<file path="src/rtl/uart_arb_pkg.sv">
// Shared types and helpers for the UART transmit arbiter.
// The optional burst lock is enabled by defining UART_ARB_LOCK_EN.
package uart_arb_pkg;

    typedef enum logic [1:0] {
        IDLE      = 2'd0,
        WAIT_DONE = 2'd1,
        LOCKED    = 2'd2
    } arb_state_t;

    localparam int NUM_REQ_DEF   = 4;
    localparam int DATA_BITS_DEF = 8;

    // Wrap is an explicit compare so non-power-of-two counts stay in range.
    function automatic int next_idx(input int idx, input int n);
        if (idx == n - 1) begin
            return 0;
        end
        return idx + 1;
    endfunction

endpackage

</file>
<file path="src/rtl/uart_tx_arbiter_rr_pick.sv">
// Round-robin picker: first valid index at or after ptr, wrapping to the
// lowest valid index when nothing at or above ptr is valid.
module rr_pick
    import uart_arb_pkg::*;
#(
    parameter int NUM_REQ = NUM_REQ_DEF,
    parameter int IDX_W   = $clog2(NUM_REQ)
) (
    input  logic [NUM_REQ-1:0] valid_i,
    input  logic [IDX_W-1:0]   ptr_i,
    output logic               any_valid_o,
    output logic [IDX_W-1:0]   win_o
);

    logic masked_found;
    logic any_found;
    logic [IDX_W-1:0] masked_win;
    logic [IDX_W-1:0] plain_win;

    always_comb begin
        masked_found = 1'b0;
        masked_win   = '0;
        for (int i = 0; i < NUM_REQ; i++) begin
            if (!masked_found && valid_i[i] && (i >= int'(ptr_i))) begin
                masked_found = 1'b1;
                masked_win   = IDX_W'(i);
            end
        end
    end

    always_comb begin
        any_found = 1'b0;
        plain_win = '0;
        for (int i = 0; i < NUM_REQ; i++) begin
            if (!any_found && valid_i[i]) begin
                any_found = 1'b1;
                plain_win = IDX_W'(i);
            end
        end
    end

    assign any_valid_o = any_found;
    assign win_o       = masked_found ? masked_win : plain_win;

endmodule

</file>
<file path="src/rtl/uart_tx_arbiter.sv">
// Round-robin arbiter sharing one UART transmitter among NUM_REQ byte sources.
// Define UART_ARB_LOCK_EN to keep multi-byte bursts (ended by req_last) together.
module uart_tx_arbiter
    import uart_arb_pkg::*;
#(
    parameter int NUM_REQ   = NUM_REQ_DEF,
    parameter int DATA_BITS = DATA_BITS_DEF,
    parameter int IDX_W     = $clog2(NUM_REQ)
) (
    input  logic                         clk,
    input  logic                         rst_n,
    input  logic [NUM_REQ-1:0]           req_valid,
    input  logic [NUM_REQ*DATA_BITS-1:0] req_data,
    input  logic [NUM_REQ-1:0]           req_last,
    output logic [NUM_REQ-1:0]           req_ready,
    output logic                         tx_start,
    output logic [DATA_BITS-1:0]         tx_data,
    input  logic                         tx_done,
    output logic [IDX_W-1:0]             grant_id,
    output logic                         busy,
    output logic [1:0]                   dbg_state_o
);

    // Handshake: a requester's byte is taken in the single cycle its req_ready
    // is high; req_valid may drop at any time before that with no side effect.

    arb_state_t             state_q, state_d;
    logic [IDX_W-1:0]       ptr_q, ptr_d;
    logic [IDX_W-1:0]       grant_q, grant_d;
    logic [DATA_BITS-1:0]   tx_data_q, tx_data_d;
    logic [NUM_REQ-1:0]     req_ready_q, req_ready_d;
    logic                   tx_start_q, tx_start_d;
    logic                   busy_q, busy_d;

    logic                   any_valid;
    logic [IDX_W-1:0]       win;
    logic                   accept;
    logic [IDX_W-1:0]       sel;
    logic                   release_lock;
    logic [IDX_W-1:0]       ptr_next;

    rr_pick #(
        .NUM_REQ (NUM_REQ),
        .IDX_W   (IDX_W)
    ) u_pick (
        .valid_i     (req_valid),
        .ptr_i       (ptr_q),
        .any_valid_o (any_valid),
        .win_o       (win)
    );

    assign ptr_next = IDX_W'(next_idx(int'(grant_q), NUM_REQ));

`ifdef UART_ARB_LOCK_EN
    logic last_q, last_d;

    // While locked only the owner may send; its index is already in grant_q.
    assign accept       = ((state_q == IDLE) && any_valid) ||
                          ((state_q == LOCKED) && req_valid[grant_q]);
    assign sel          = (state_q == LOCKED) ? grant_q : win;
    assign release_lock = last_q;
`else
    logic unused_last;

    assign unused_last  = ^req_last;
    assign accept       = (state_q == IDLE) && any_valid;
    assign sel          = win;
    assign release_lock = 1'b1;
`endif

    always_ff @(posedge clk or negedge rst_n) begin
        if (!rst_n) begin
            state_q     <= IDLE;
            ptr_q       <= '0;
            grant_q     <= '0;
            tx_data_q   <= '0;
            req_ready_q <= '0;
            tx_start_q  <= 1'b0;
            busy_q      <= 1'b0;
`ifdef UART_ARB_LOCK_EN
            last_q      <= 1'b0;
`endif
        end else begin
            state_q     <= state_d;
            ptr_q       <= ptr_d;
            grant_q     <= grant_d;
            tx_data_q   <= tx_data_d;
            req_ready_q <= req_ready_d;
            tx_start_q  <= tx_start_d;
            busy_q      <= busy_d;
`ifdef UART_ARB_LOCK_EN
            last_q      <= last_d;
`endif
        end
    end

    always_comb begin
        state_d = state_q;
        case (state_q)
            IDLE: begin
                if (accept) begin
                    state_d = WAIT_DONE;
                end
            end
            WAIT_DONE: begin
                if (tx_done) begin
                    state_d = release_lock ? IDLE : LOCKED;
                end
            end
            LOCKED: begin
                if (accept) begin
                    state_d = WAIT_DONE;
                end
            end
            default: state_d = IDLE;
        endcase
    end

    always_comb begin
        tx_start_d  = 1'b0;
        req_ready_d = '0;
        tx_data_d   = tx_data_q;
        grant_d     = grant_q;
        busy_d      = busy_q;
        ptr_d       = ptr_q;
`ifdef UART_ARB_LOCK_EN
        last_d      = last_q;
`endif
        if (accept) begin
            tx_start_d       = 1'b1;
            req_ready_d[sel] = 1'b1;
            tx_data_d        = req_data[int'(sel)*DATA_BITS +: DATA_BITS];
            grant_d          = sel;
            busy_d           = 1'b1;
`ifdef UART_ARB_LOCK_EN
            last_d           = req_last[sel];
`endif
        end else if ((state_q == WAIT_DONE) && tx_done) begin
            busy_d = 1'b0;
            // A held lock keeps the pointer so the owner is not rotated away.
            if (release_lock) begin
                ptr_d = ptr_next;
            end
        end
    end

    assign req_ready   = req_ready_q;
    assign tx_start    = tx_start_q;
    assign tx_data     = tx_data_q;
    assign grant_id    = grant_q;
    assign busy        = busy_q;
    assign dbg_state_o = state_q;

endmodule

</file>
<file path="config.mk">
export PLATFORM = sky130hd
export DESIGN_NAME = uart_tx_arbiter
export DESIGN_NICKNAME = d
export VERILOG_FILES = /design/src/rtl/uart_arb_pkg.sv /design/src/rtl/uart_tx_arbiter_rr_pick.sv /design/src/rtl/uart_tx_arbiter.sv
export SDC_FILE = /design/constraint.sdc
export NUM_CORES = 1
export LEC_CHECK = 0
export BUFFER_PORTS_ARGS = -buffer_cell sky130_fd_sc_hd__buf_2
export CORE_AREA = 2 2 44 62
export DETAILED_ROUTE_END_ITERATION = 16
export DIE_AREA = 0 0 46 64
export MAX_ROUTING_LAYER = met4
export PLACE_DENSITY = 0.83
export SETUP_SLACK_MARGIN = 0.1
export SYNTH_ARGS = -nofsm -noshare
export SYNTH_HDL_FRONTEND = slang
export SYNTH_SLANG_ARGS = --single-unit
</file>
<file path="constraint.sdc">
create_clock -name clk -period 5.3 [get_ports clk]
set_input_delay 0 -clock clk [delete_from_list [all_inputs] [get_ports clk]]
set_output_delay 0 -clock clk [all_outputs]
set_load 0.01 [all_outputs]
</file>
# After elaboration in Yosys (flattened, before gate mapping)
# Index checks and enable logic that the tools add are counted.
[word_totals] ff_bits=20 inputBits=43 output_inout_bits=18 wordCells=69
[classes] addsub=1 n_lt_le_gt_ge=5 n_eq_ne=5 shift=1 muxes=26 n_bitwise=1 reduce_logical=23
[op_table] cell="32-bit by 6-bit variable part select with 8-bit output" count=1
[op_table] cell="2-bit two-way mux" count=8
[op_table] cell="1-bit two-way mux" count=15
[op_table] cell="1-bit logical AND" count=12
[op_table] cell="1-bit logical NOT" count=6
[op_table] cell="2-bit by 1-bit == test with 1-bit output, second input constant" count=2
[op_table] cell="1-bit by 2-bit >= comparator with 1-bit output, first input constant" count=2
[op_table] cell="4-bit two-way mux" count=1
[op_table] cell="2-bit case mux with 2 select lines" count=1
[op_table] cell="2-bit AND reduction" count=2
[op_table] cell="2-bit by 3-bit less-than comparator with 1-bit output, second input constant" count=1
[op_table] cell="2-bit by 1-bit adder with 2-bit output, second input constant" count=1
[op_table] cell="1-bit demux with 2-bit select" count=1
[op_table] cell="2-bit == test, second input constant" count=1
[op_table] cell="2-bit by 1-bit >= comparator with 1-bit output, second input constant" count=1
[op_table] cell="2-bit >= comparator, first input constant" count=1
[op_table] cell="2-bit logical NOT" count=1
[op_table] cell="2-bit by 1-bit inequality test with 1-bit output, second input constant" count=1
[op_table] cell="2-bit inequality test, second input constant" count=1
[op_table] cell="2-bit nonzero test" count=1
[op_table] cell="2-bit OR reduction" count=1
[op_table] cell="1-bit NOT" count=1

# Longest topological paths before layout
# Gate-level depths: netlist (run 1).
[logic_depth] word_depth=20 ltp_mapped=6 ltp_nobuf=5

# Cells and area by module
# A second synthesis (run 1) with hierarchy kept.
[unflattened] hier_cells=69 area_unflattened_um2=1012.2
[by_module_without_submodules] mod="uart_tx_arbiter" n_inst=1 cells_each=57 area_each_um2=939.7 seq_area_each_um2=475.5
[by_module_without_submodules] mod="rr_pick" n_inst=1 cells_each=12 area_each_um2=72.6 seq_area_each_um2=0.0

# Worst setup path after synthesis (run 1)
# No wires, ideal clock.
[synth_timing] path_type="reg2reg" startpoint="register ptr_q[1]" endpoint="register tx_data_q[0], in the netlist tx_data[0]" arrival_time_ns=1.532 setup_slack_ns=3.623 stages_incl_launch_ff=6 path_buffers=1 synth_period_minus_slack_ns=1.677 path_cell_list="dfrtp_1 -> or3b_2 -> o221ai_1 -> buf_4 -> mux2i_1 -> o221ai_2"
[synth_between] elab_chain_cells=16 elab_cells_between_ends=21 cone_classes="3 x order compare; 1 x shift; 8 x mux; 9 x reduce/logical"
[synth_lines] item="start, declared" line="uart_tx_arbiter.sv:28" source="logic [IDX_W-1:0] ptr_q, ptr_d;"
[synth_lines] item="start signal, assigned" line="uart_tx_arbiter.sv:85" source="ptr_q <= ptr_d;"
[synth_lines] item="1-bit by 2-bit >= comparator with 1-bit output" line="uart_tx_arbiter_rr_pick.sv:24" source="if (!masked_found && valid_i[i] && (i >= int'(ptr_i))) begin"
[synth_lines] item="1-bit logical AND" line="uart_tx_arbiter_rr_pick.sv:24"
[synth_lines] item="1-bit two-way mux" line="uart_tx_arbiter_rr_pick.sv:24"
[synth_lines] item="1-bit logical NOT" line="uart_tx_arbiter_rr_pick.sv:24"
[synth_lines] item="1-bit logical AND (2 in series)" line="uart_tx_arbiter_rr_pick.sv:24"
[synth_lines] item="1-bit two-way mux" line="uart_tx_arbiter_rr_pick.sv:24"
[synth_lines] item="1-bit logical NOT" line="uart_tx_arbiter_rr_pick.sv:24"
[synth_lines] item="1-bit logical AND (2 in series)" line="uart_tx_arbiter_rr_pick.sv:24"
[synth_lines] item="1-bit two-way mux" line="uart_tx_arbiter_rr_pick.sv:24"
[synth_lines] item="1-bit logical NOT" line="uart_tx_arbiter_rr_pick.sv:24"
[synth_lines] item="1-bit logical AND" line="uart_tx_arbiter_rr_pick.sv:24"
[synth_lines] item="2-bit two-way mux or 1-bit two-way mux (tied branches)" line="uart_tx_arbiter_rr_pick.sv:24"
[synth_lines] item="2-bit two-way mux (*)" line="uart_tx_arbiter_rr_pick.sv:43" source="assign win_o = masked_found ? masked_win : plain_win;"
[synth_lines] item="32-bit by 6-bit variable part select with 8-bit output (*)" line="uart_tx_arbiter.sv:132" source="tx_data_d = req_data[int'(sel)*DATA_BITS +: DATA_BITS];"
[synth_lines] item="end signal, assigned" line="uart_tx_arbiter.sv:87" source="tx_data_q <= tx_data_d;"
[synth_lines] item="end, declared" line="uart_tx_arbiter.sv:30" source="logic [DATA_BITS-1:0] tx_data_q, tx_data_d;"
# Every way passes the cells marked *; elsewhere a longest branch is shown, timed or not.
# A chain may end at the register's enable or synchronous reset.

# Worst setup path after layout (run 1)
[layout_timing] startpoint="register state_q[0], in the netlist dbg_state_o[0]" endpoint="register tx_data_q[2], in the netlist tx_data[2]"
[layout_between] elab_chain_cells=2
[layout_lines] item="start, declared" line="uart_tx_arbiter.sv:27" source="arb_state_t state_q, state_d;"
[layout_lines] item="start signal, assigned" line="uart_tx_arbiter.sv:84" source="state_q <= state_d;"
[layout_lines] item="2-bit logical NOT" line="uart_tx_arbiter.sv:66" source="assign accept = (state_q == IDLE) && any_valid;"
[layout_lines] item="1-bit logical AND" line="uart_tx_arbiter.sv:66"
# Every way passes these cells.

==> qor.yml, run 1 <==
status: "finished clean"
io_buffers: 55
placed_area_sq_um: 1310
cp.arrival_ns: 2.22
finalMaxSlewViolations: 0
synth_cells: 91
drive_gt1_frac: 0.483
synth.ff_latch_count: 19
antenna_found_initial: 0
die_h_um: 64
vias_per_cell: 5.39
clockBufferDepth: 2
grt_pass1_wl_mm: 4.13
diodes: 0
wirelength_mm: 2.38
route.vias.total: 917
syn_to_final_growth_pct: 31.2
grt_usage: 0.191
cts_buffers: 3
vdd_drop_max_mv: 0.248
drt_iter0_markers: 12
critical_path.max_fanout: 15
setup-tns-final_ns: 0
yosysSeqAreaShare: 0.461
rr_worst_depth: 3
syn_avg_cell_area_sq_um: 11.3
htree_levels: 1
yosysWarnings: 0
worstSetupPathType: "register to register"
total_leakage_power_uw: 0.000733
slowest_stage: "or3_1"
grt_pass1_vias: 976
routedWlPerCell_um: 14.0
tritoncts: "yes"
route.detailed.drc: 0
rows: 21
rsz0062_at_grt: "no"
syn_area_sq_um: 1030
critPathCaptureType: "register"
setup_viol: 0
cap_violations: 0
fmax_mhz: 497
ys_types: 28
cp.required_ns: 5.51
clock_latency_ns: 0.28
die_w_um: 46
dr.pass1.iters: 4
p_per_area_nw_per_um2: 493
initial_core_util: 0.437
min_path_type: "primary input to register"
cts.sinks: 19
max_slew_margin: 0.476
grt_max_degree: 20
gp_congestion: 0.768
grt_overflow_total: 0
postCtsSetupRepairBufs: 0
die_area_sq_um: 2940
nNetsFinal: 192
ios: 61
startpoint_type: "register"
syn_nets: 135
core_area_sq_um: 2360
min_period_ns: 2.01
cts.clk_slew.worst_paths_ns: 0.10
holdPathStages: 3
slowest_delay_ns: 0.73
worst_slew_pin_slew_ns: 0.786
cts-root-buf: "clkbuf_4"
dp_hpwl_mm: 1.88
final-hold-violation-count: 0
clock_skew_ns: 0.00582
min_period_over_period: 0.380
crit_chain: "or2_0 -> or3_1 -> o221ai_2"
finalInstanceArea_sq_um: 1350
drtAntennaViolNets: 0
[stage by stage]
stage / std cells / total power [uW] / setup WS (ns) / utilization / hold slack [ns]
2_1_floorplan: 91 / 500 / 3.62 / - / -0.296
3_3_place_gp: 164 / 589 / 3.32 / 0.553 / -0.0420
3_5_place_dp: 164 / 607 / 3.25 / 0.553 / -0.0365
4_1_cts: 170 / 679 / 3.24 / 0.572 / 0.0171
5_1_grt: 170 / 727 / 3.15 / 0.572 / 0.0275
6_report: 170 / 668 / 3.29 / 0.572 / 0.0233
[cell usage in the layout, fill, tap and decap left out]
cell type,n
clkbuf_1,1
conb_1,1
or3b_2,1
a21oi_1,1
nor4_1,1
or2_0,1
o21ai_2,1
dfrtp_1,19
inv_1,3
o22ai_1,1
o21ai_0,2
buf_4,1
nor2_1,2
a311oi_1,1
mux2i_1,17
o221ai_2,9
and2b_1,1
ha_1,1
a21boi_0,1
dlygate4sd3_1,2
or2b_1,1
nor2b_1,2
clkbuf_4,3
nand2_1,16
o31ai_1,1
or3_1,1
mux2_2,1
buf_2,55
[layer usage]
layer	wire length, um	track usage	up-vias
met1	867	0.206	442
met4	55	0.0821	0
met3	80	0.0282	6
li1	-	-	441
met2	1370	0.330	28
met5	0	-	-
[worst max-delay path: cells and delay by family, from the launching register on]
| kind | cells | cell delay (ns) |
|---|---|---|
| compound gates | 1 | 0.28 |
| simple gates | 2 | 1.23 |
| flops | 1 | 0.41 |
[worst paths after layout]
| check | end | startpoint | slack (ns) |
|---|---|---|---|
| max in group asynchronous | dbg_state_o[0] | rst_n | 4.83 |
| worst min-delay path | tx_data[7] | req_data[15] | 0.02 |
| min in group asynchronous | tx_data[0] | rst_n | 0.17 |
| worst max register to register | tx_data[2] | dbg_state_o[0] | 3.29 |
| worst min register to register | busy | busy | 0.49 |
| worst max-delay path | tx_data[2] | dbg_state_o[0] | 3.29 |
[where the power goes]
part | total (uW) | leakage, uW | switching (uW) | internal [uW]
Sequential | 252 | 0.000235 | 42.7 | 210
Clock | 69.5 | 0.0000150 | 40.3 | 29.2
Combinational | 346 | 0.000483 | 191 | 155
[timing repair]
action,in CTS,in global routing
endpoints found under the hold margin,20,0
gates resized for setup,0,0
hold buffers,2,0
[flip-flops by register name, summed over array words and instances, names as in the netlist]
register,cells
busy,1
dbg_state_o,1
grant_id,2
ptr_q,2
req_ready,4
tx_data,8
tx_start,1
[logic make-up (layout without fill, tap and decap cells)]
group,after synthesis,count (layout),synth area share
DFF,19,19,0.461
adders and majority gates,1,1,0.0121
and+or+nand+nor,26,26,0.119
other,1,1,0.00363
AOI/OAI and AO/OA,17,17,0.177
buffers and inverters,9,65,0.0521
muxes,18,18,0.176
[cells in the mapped netlist, drive strengths merged]
library cell | count | area [sq um]
a21boi | 1 | 7.51
a21oi | 1 | 5.00
a311oi | 1 | 8.76
and2b | 1 | 7.51
buf | 5 | 38.8
clkbuf | 1 | 3.75
conb | 1 | 3.75
dfrtp | 19 | 475
ha | 1 | 12.5
inv | 3 | 11.3
mux2 | 1 | 11.3
mux2i | 17 | 170
nand2 | 16 | 60.1
nor2 | 2 | 7.51
nor2b | 2 | 12.5
nor4 | 1 | 6.26
o21ai | 3 | 18.8
o221ai | 9 | 129
o22ai | 1 | 6.26
o31ai | 1 | 7.51
or2 | 1 | 6.26
or2b | 1 | 7.51
or3 | 1 | 6.26
or3b | 1 | 8.76
[area by class of cell]
| class | count | area (sq um) |
|---|---|---|
| Fill cell | 218 | 1010 |
| Multi-Input combinational cell | 63 | 509 |
| Clock buffer | 4 | 26.3 |
| Tap cell | 23 | 28.8 |
| Inverter | 3 | 11.3 |
| Timing Repair Buffer | 58 | 303 |
| Sequential cell | 19 | 475 |
Power figures use the tool's default switching activity.
==> inputs of run 2 (changes only) <==
--- a/config.mk
+++ b/config.mk
@@ -5,12 +5,13 @@
 export SDC_FILE = /design/constraint.sdc
 export NUM_CORES = 1
 export LEC_CHECK = 0
+export ABC_AREA = 1
 export BUFFER_PORTS_ARGS = -buffer_cell sky130_fd_sc_hd__buf_2
-export CORE_AREA = 2 2 44 62
+export CORE_AREA = 2 2 47 66
 export DETAILED_ROUTE_END_ITERATION = 16
-export DIE_AREA = 0 0 46 64
+export DIE_AREA = 0 0 49 68
 export MAX_ROUTING_LAYER = met4
-export PLACE_DENSITY = 0.83
+export PLACE_DENSITY = 0.8
 export SETUP_SLACK_MARGIN = 0.1
 export SYNTH_ARGS = -nofsm -noshare
 export SYNTH_HDL_FRONTEND = slang
==> constraint.sdc (replaced) <==
create_clock -name clk -period 1.95 [get_ports clk]
set_input_delay 0 -clock clk [delete_from_list [all_inputs] [get_ports clk]]
set_output_delay 0 -clock clk [all_outputs]
set_load 0.01 [all_outputs]
==> qor.yml, run 2 <==
status: "finished clean"
cts_buffers: 3
syn_nets: 202
reg2reg_slack_ns: 0.52
yosysSeqAreaShare: 0.408
synth_cells: 158
total_leakage_power_uw: 0.000911
switchingPower_uw: 837
synth.top_cell.area_share: 0.408
wirelength_mm: 2.29
ctsResizeCount: 0
final-hold-violation-count: 0
die_h_um: 68
clock_skew_ns: 0.00331
postCtsSetupRepairBufs: 0
rows: 23
setup_viol: 0
dp_hpwl_mm: 1.88
layout_commonest_cell: "buf_2"
initial_core_util: 0.418
die_w_um: 49
critPathCaptureType: "register"
multi_input_area_sq_um: 529
die_area_sq_um: 3330
nNetsFinal: 259
grt_usage: 0.151
rr_worst_depth: 8
holdBufCountCts: 2
r2r_end: "tx_data[5]"
rsz0062_at_grt: "no"
placedCellCount: 245
clock_latency_ns: 0.24
p_per_area_nw_per_um2: 1290
cp.required_ns: 2.13
vias_per_cell: 4.39
placed_area_sq_um: 1450
gp_congestion: 0.814
r2r-start: "ptr_q[0]"
synth_top_flop_cell: "dfrtp_1"
worstSetupPathType: "register to register"
setup-tns-final_ns: 0
cts-root-buf: "clkbuf_8"
critical_path.max_fanout: 8
cts.clk_slew.worst_paths_ns: 0.07
swShare: 0.430
antenna_found_initial: 0
startpoint_type: "register"
dr.pass1.iters: 4
grt_pass1_wl_mm: 3.91
syn_to_final_growth_pct: 29.5
internal-power_uw: 1110
route.detailed.drc: 0
core_area_sq_um: 2790
seqCellArea_sq_um: 475
synth.most_common_cell: "nand2_1"
drive_gt1_frac: 0.332
clockBufferDepth: 2
drt_iter0_markers: 18
nFillCells: 300
async_flop_share: 1.00
hold_start: "req_data[9]"
drtAntennaViolNets: 0
largest_reg_flops: 8
min_period_ns: 1.43
io_buffers: 55
synth_edf_count: 0
ys_types: 23
power_frac_comb: 0.527
tritoncts: "yes"
holdPathStages: 3
power_frac_clock: 0.131
route.vias.total: 1101
cts.sinks: 19
grt_pass1_vias: 1007
htree_levels: 1
yosys.area.top_type: "dfrtp_1"
grt_overflow_total: 0
yosysWarnings: 0
hold-path-endpoint: "tx_data[1]"
synthTopCellsByArea: "dfrtp_1, nand2_1, nand3_1"
holdWs_ns: 0.0188
synth_commonest_cells: "nand2_1, inv_1, nand3_1, dfrtp_1, nor2_1"
grt_max_degree: 31
syn_area_sq_um: 1170
finalInstanceArea_sq_um: 1510
layout_common_cells: "buf_2, nand2_1, inv_1"
finalMaxSlewViolations: 0
vdd_drop_max_mv: 0.688
fmax_mhz: 698
cap_violations: 0
cp.arrival_ns: 1.61
syn_avg_cell_area_sq_um: 7.38
finalPower_uw: 1940
ios: 61
p_seq_frac: 0.341
finalNonFillerCells: 251
synth.ff_latch_count: 19
diodes: 0
min_path_type: "primary input to register"
min_period_over_period: 0.734
routedWlPerCell_um: 9.12
run 2: cells by family (layout without fill, tap and decap cells):
family,after synthesis,in the layout,synth area share
fa+ha+maj,1,1,0.0107
other cells,1,1,0.00322
flops,19,19,0.408
buf+inv,36,92,0.138
compound gates,9,9,0.0515
simple gates,92,92,0.388
run 2: how the worst max path moves through the flow:
| stage | endpoint | slack, ns | from |
|---|---|---|---|
| 2_1_floorplan | tx_data[1] | 0.71 | ptr_q[1] |
| 3_3_place_gp | tx_data[5] | 0.52 | ptr_q[0] |
| 3_5_place_dp | tx_data[2] | 0.50 | ptr_q[0] |
| 4_1_cts | tx_data[2] | 0.48 | ptr_q[0] |
| 5_1_grt | tx_data[7] | 0.38 | ptr_q[0] |
| 6_report | tx_data[5] | 0.52 | ptr_q[0] |
run 2: worst max-delay path, stage by stage, from the launching register on:
cell	delay, ns
dfrtp_1	0.40
nor2_1	0.17
nand2_2	0.15
and2_4	0.18
nand2_4	0.10
inv_4	0.06
nor2_8	0.12
o211ai_1	0.10
nand3_1	0.08
run 2: cell type report:
class / instances / area share
clock buffers: 4 / 0.0298
inverters: 31 / 0.0787
multi-input cells: 103 / 0.350
flip-flops and latches: 19 / 0.315
well taps: 37 / 0.0307
repair buffers: 57 / 0.196
run 2: per-stage QoR:
stage	worst slack (ns)	utilization
global placement	0.522	0.518
CTS	0.480	0.541
floorplan	0.711	-
detailed placement	0.502	0.518
finish	0.518	0.541
global route	0.377	0.541
run 2: power groups by stage:
stage / Sequential (uW) / Combinational (uW) / Clock [uW]
floorplan: 746 / 692 / 0
global route: 692 / 1170 / 276
CTS: 667 / 1050 / 266
finish: 664 / 1030 / 256
global placement: 669 / 1030 / 0
detailed placement: 673 / 1050 / 0
run 2: metal layers:
metal  GRT usage  vias up  wire (um)
li1            -      592          -
met5           -        -          0
met4      0.0429        0         25
met2       0.293       32       1220
met3     0.00655        2         95
met1       0.169      475        943
==> inputs of run 3 (changes only) <==
==> constraint.sdc (replaced) <==
create_clock -name clk -period 1.4 [get_ports clk]
set_input_delay 0 -clock clk [delete_from_list [all_inputs] [get_ports clk]]
set_output_delay 0 -clock clk [all_outputs]
set_load 0.01 [all_outputs]
==> qor.yml, run 3 (synthesis results as in run 2) <==
status: "finished clean"
slowest_delay_ns: 0.40
min_period_over_period: 0.952
dp_hpwl_mm: 1.89
reg2reg_slack_ns: 0.07
critPathCaptureType: "register"
nNetsFinal: 266
total_leakage_power_uw: 0.000983
die_h_um: 68
routed.top_layer: "met4"
syn_to_final_growth_pct: 44.2
wl_met1_mm: 1.13
drtAntennaViolNets: 0
layout_commonest_cell: "buf_2"
rows: 23
dr.pass1.iters: 3
cp.required_ns: 1.59
setup_viol: 0
gp_congestion: 0.758
core_area_sq_um: 2790
clockBufferDepth: 2
p_per_area_nw_per_um2: 1830
holdPathStages: 3
rsz0062_at_grt: "yes"
cp_top_family: "simple AND/OR/NAND/NOR gates"
grt_pass1_wl_mm: 4.35
final-hold-violation-count: 0
grt_overflow_total: 0
cts-root-buf: "clkbuf_8"
cp.arrival_ns: 1.52
min_period_ns: 1.33
finalPower_uw: 3070
rr_worst_depth: 8
tritoncts: "yes"
antenna_found_initial: 0
met3RoutedLength_um: 94
setup_ws_ns: 0.0672
io_buffers: 55
startpoint_type: "register"
slowest_stage: "dfrtp_1"
vdd_drop_max_mv: 1.00
finalMaxSlewViolations: 0
r2r-start: "ptr_q[1]"
die_area_sq_um: 3330
fmax_mhz: 750
clock_skew_ns: 0.000512
drive_gt1_frac: 0.412
layout_common_cells: "buf_2, nand2_1, inv_1"
hold_start: "req_data[9]"
worstSetupPathType: "register to register"
crit_chain: "inv_1 -> nand2_2 -> and2_4 -> nand2_4 -> inv_4 -> nor2_8 -> o211ai_1 -> nand3_1"
crit_start: "ptr_q[1]"
grt_usage: 0.172
r2r_end: "tx_data[4]"
ios: 61
wl_met2_mm: 1.65
nFillCells: 284
diodes: 0
initial_core_util: 0.418
grt_max_degree: 20
hold-path-endpoint: "tx_data[1]"
critical_path.max_fanout: 6
cts.clk_slew.worst_paths_ns: 0.07
wirelength_mm: 2.89
post-place-ws_ns: 0.0163
route.vias.total: 1176
largest_reg_flops: 8
route.detailed.drc: 0
die_w_um: 49
grt_pass1_vias: 1086
cap_violations: 0
routedWlPerCell_um: 11.2
vias_per_cell: 4.56
cts_buffers: 3
cts.sinks: 19
clock_latency_ns: 0.25
min_path_type: "primary input to register"
htree_levels: 1
drt_iter0_markers: 9
timing.critical_path.buf_inv: 2
setup-tns-final_ns: 0
run 3: repair_timing:
action,in CTS,in global routing
pin swaps,3,12
hold buffers,2,0
gates resized for setup,3,16
buffers inserted,2,0
endpoints found under the hold margin,20,0
endpoints found under the setup margin,10,10
cloned,1,2
run 3: where the power goes:
part	leakage (uW)	internal, uW	total, uW	switching [uW]
combinational	0.000724	697	1770	1080
sequential	0.000234	798	930	132
clock	0.0000255	197	367	170
total	0.000983	1690	3070	1380
run 3: how the worst max path moves through the flow:
stage,end,slack [ns],cells past startpoint
4_1_cts,tx_data[0],0.08,9
3_5_place_dp,tx_data[4],0.02,8
3_3_place_gp,tx_data[5],0.05,8
6_report,tx_data[4],0.07,8
2_1_floorplan,tx_data[1],0.16,8
5_1_grt,tx_data[6],-0.03,8
run 3: final cells by class:
type                       count  area, sq um  share of cell area
multi-input combinational    106          649               0.386
sequential                    19          475               0.283
timing repair buffer          61          345               0.205
inverter                      31          119              0.0707
tap                           37         46.3              0.0275
clock buffer                   3         41.3              0.0246
clock inverter                 1         5.00             0.00298
run 3: through the flow:
step	util	instances	hold WS [ns]	cell area, sq um
6_report	0.602	258	0.00456	1680
5_1_grt	0.602	258	0.0160	1680
4_1_cts	0.566	256	0.00735	1580
3_5_place_dp	0.523	247	-0.0475	1460
3_3_place_gp	0.523	247	-0.0476	1460
2_1_floorplan	-	158	-0.296	1170
run 3: worst min-delay path, delay by kind of cell:
kind                   cells  cell delay, ns
AND/OR/NAND/NOR            1            0.06
buffers and inverters      1            0.08
AO/OA/AOI/OAI              1            0.08
run 3: per-layer routing:
metal / global-route usage / up-vias
met4: 0.0536 / 0
met2: 0.336 / 36
met3: 0.0153 / 2
met5: - / -
met1: 0.186 / 530
li1: - / 608
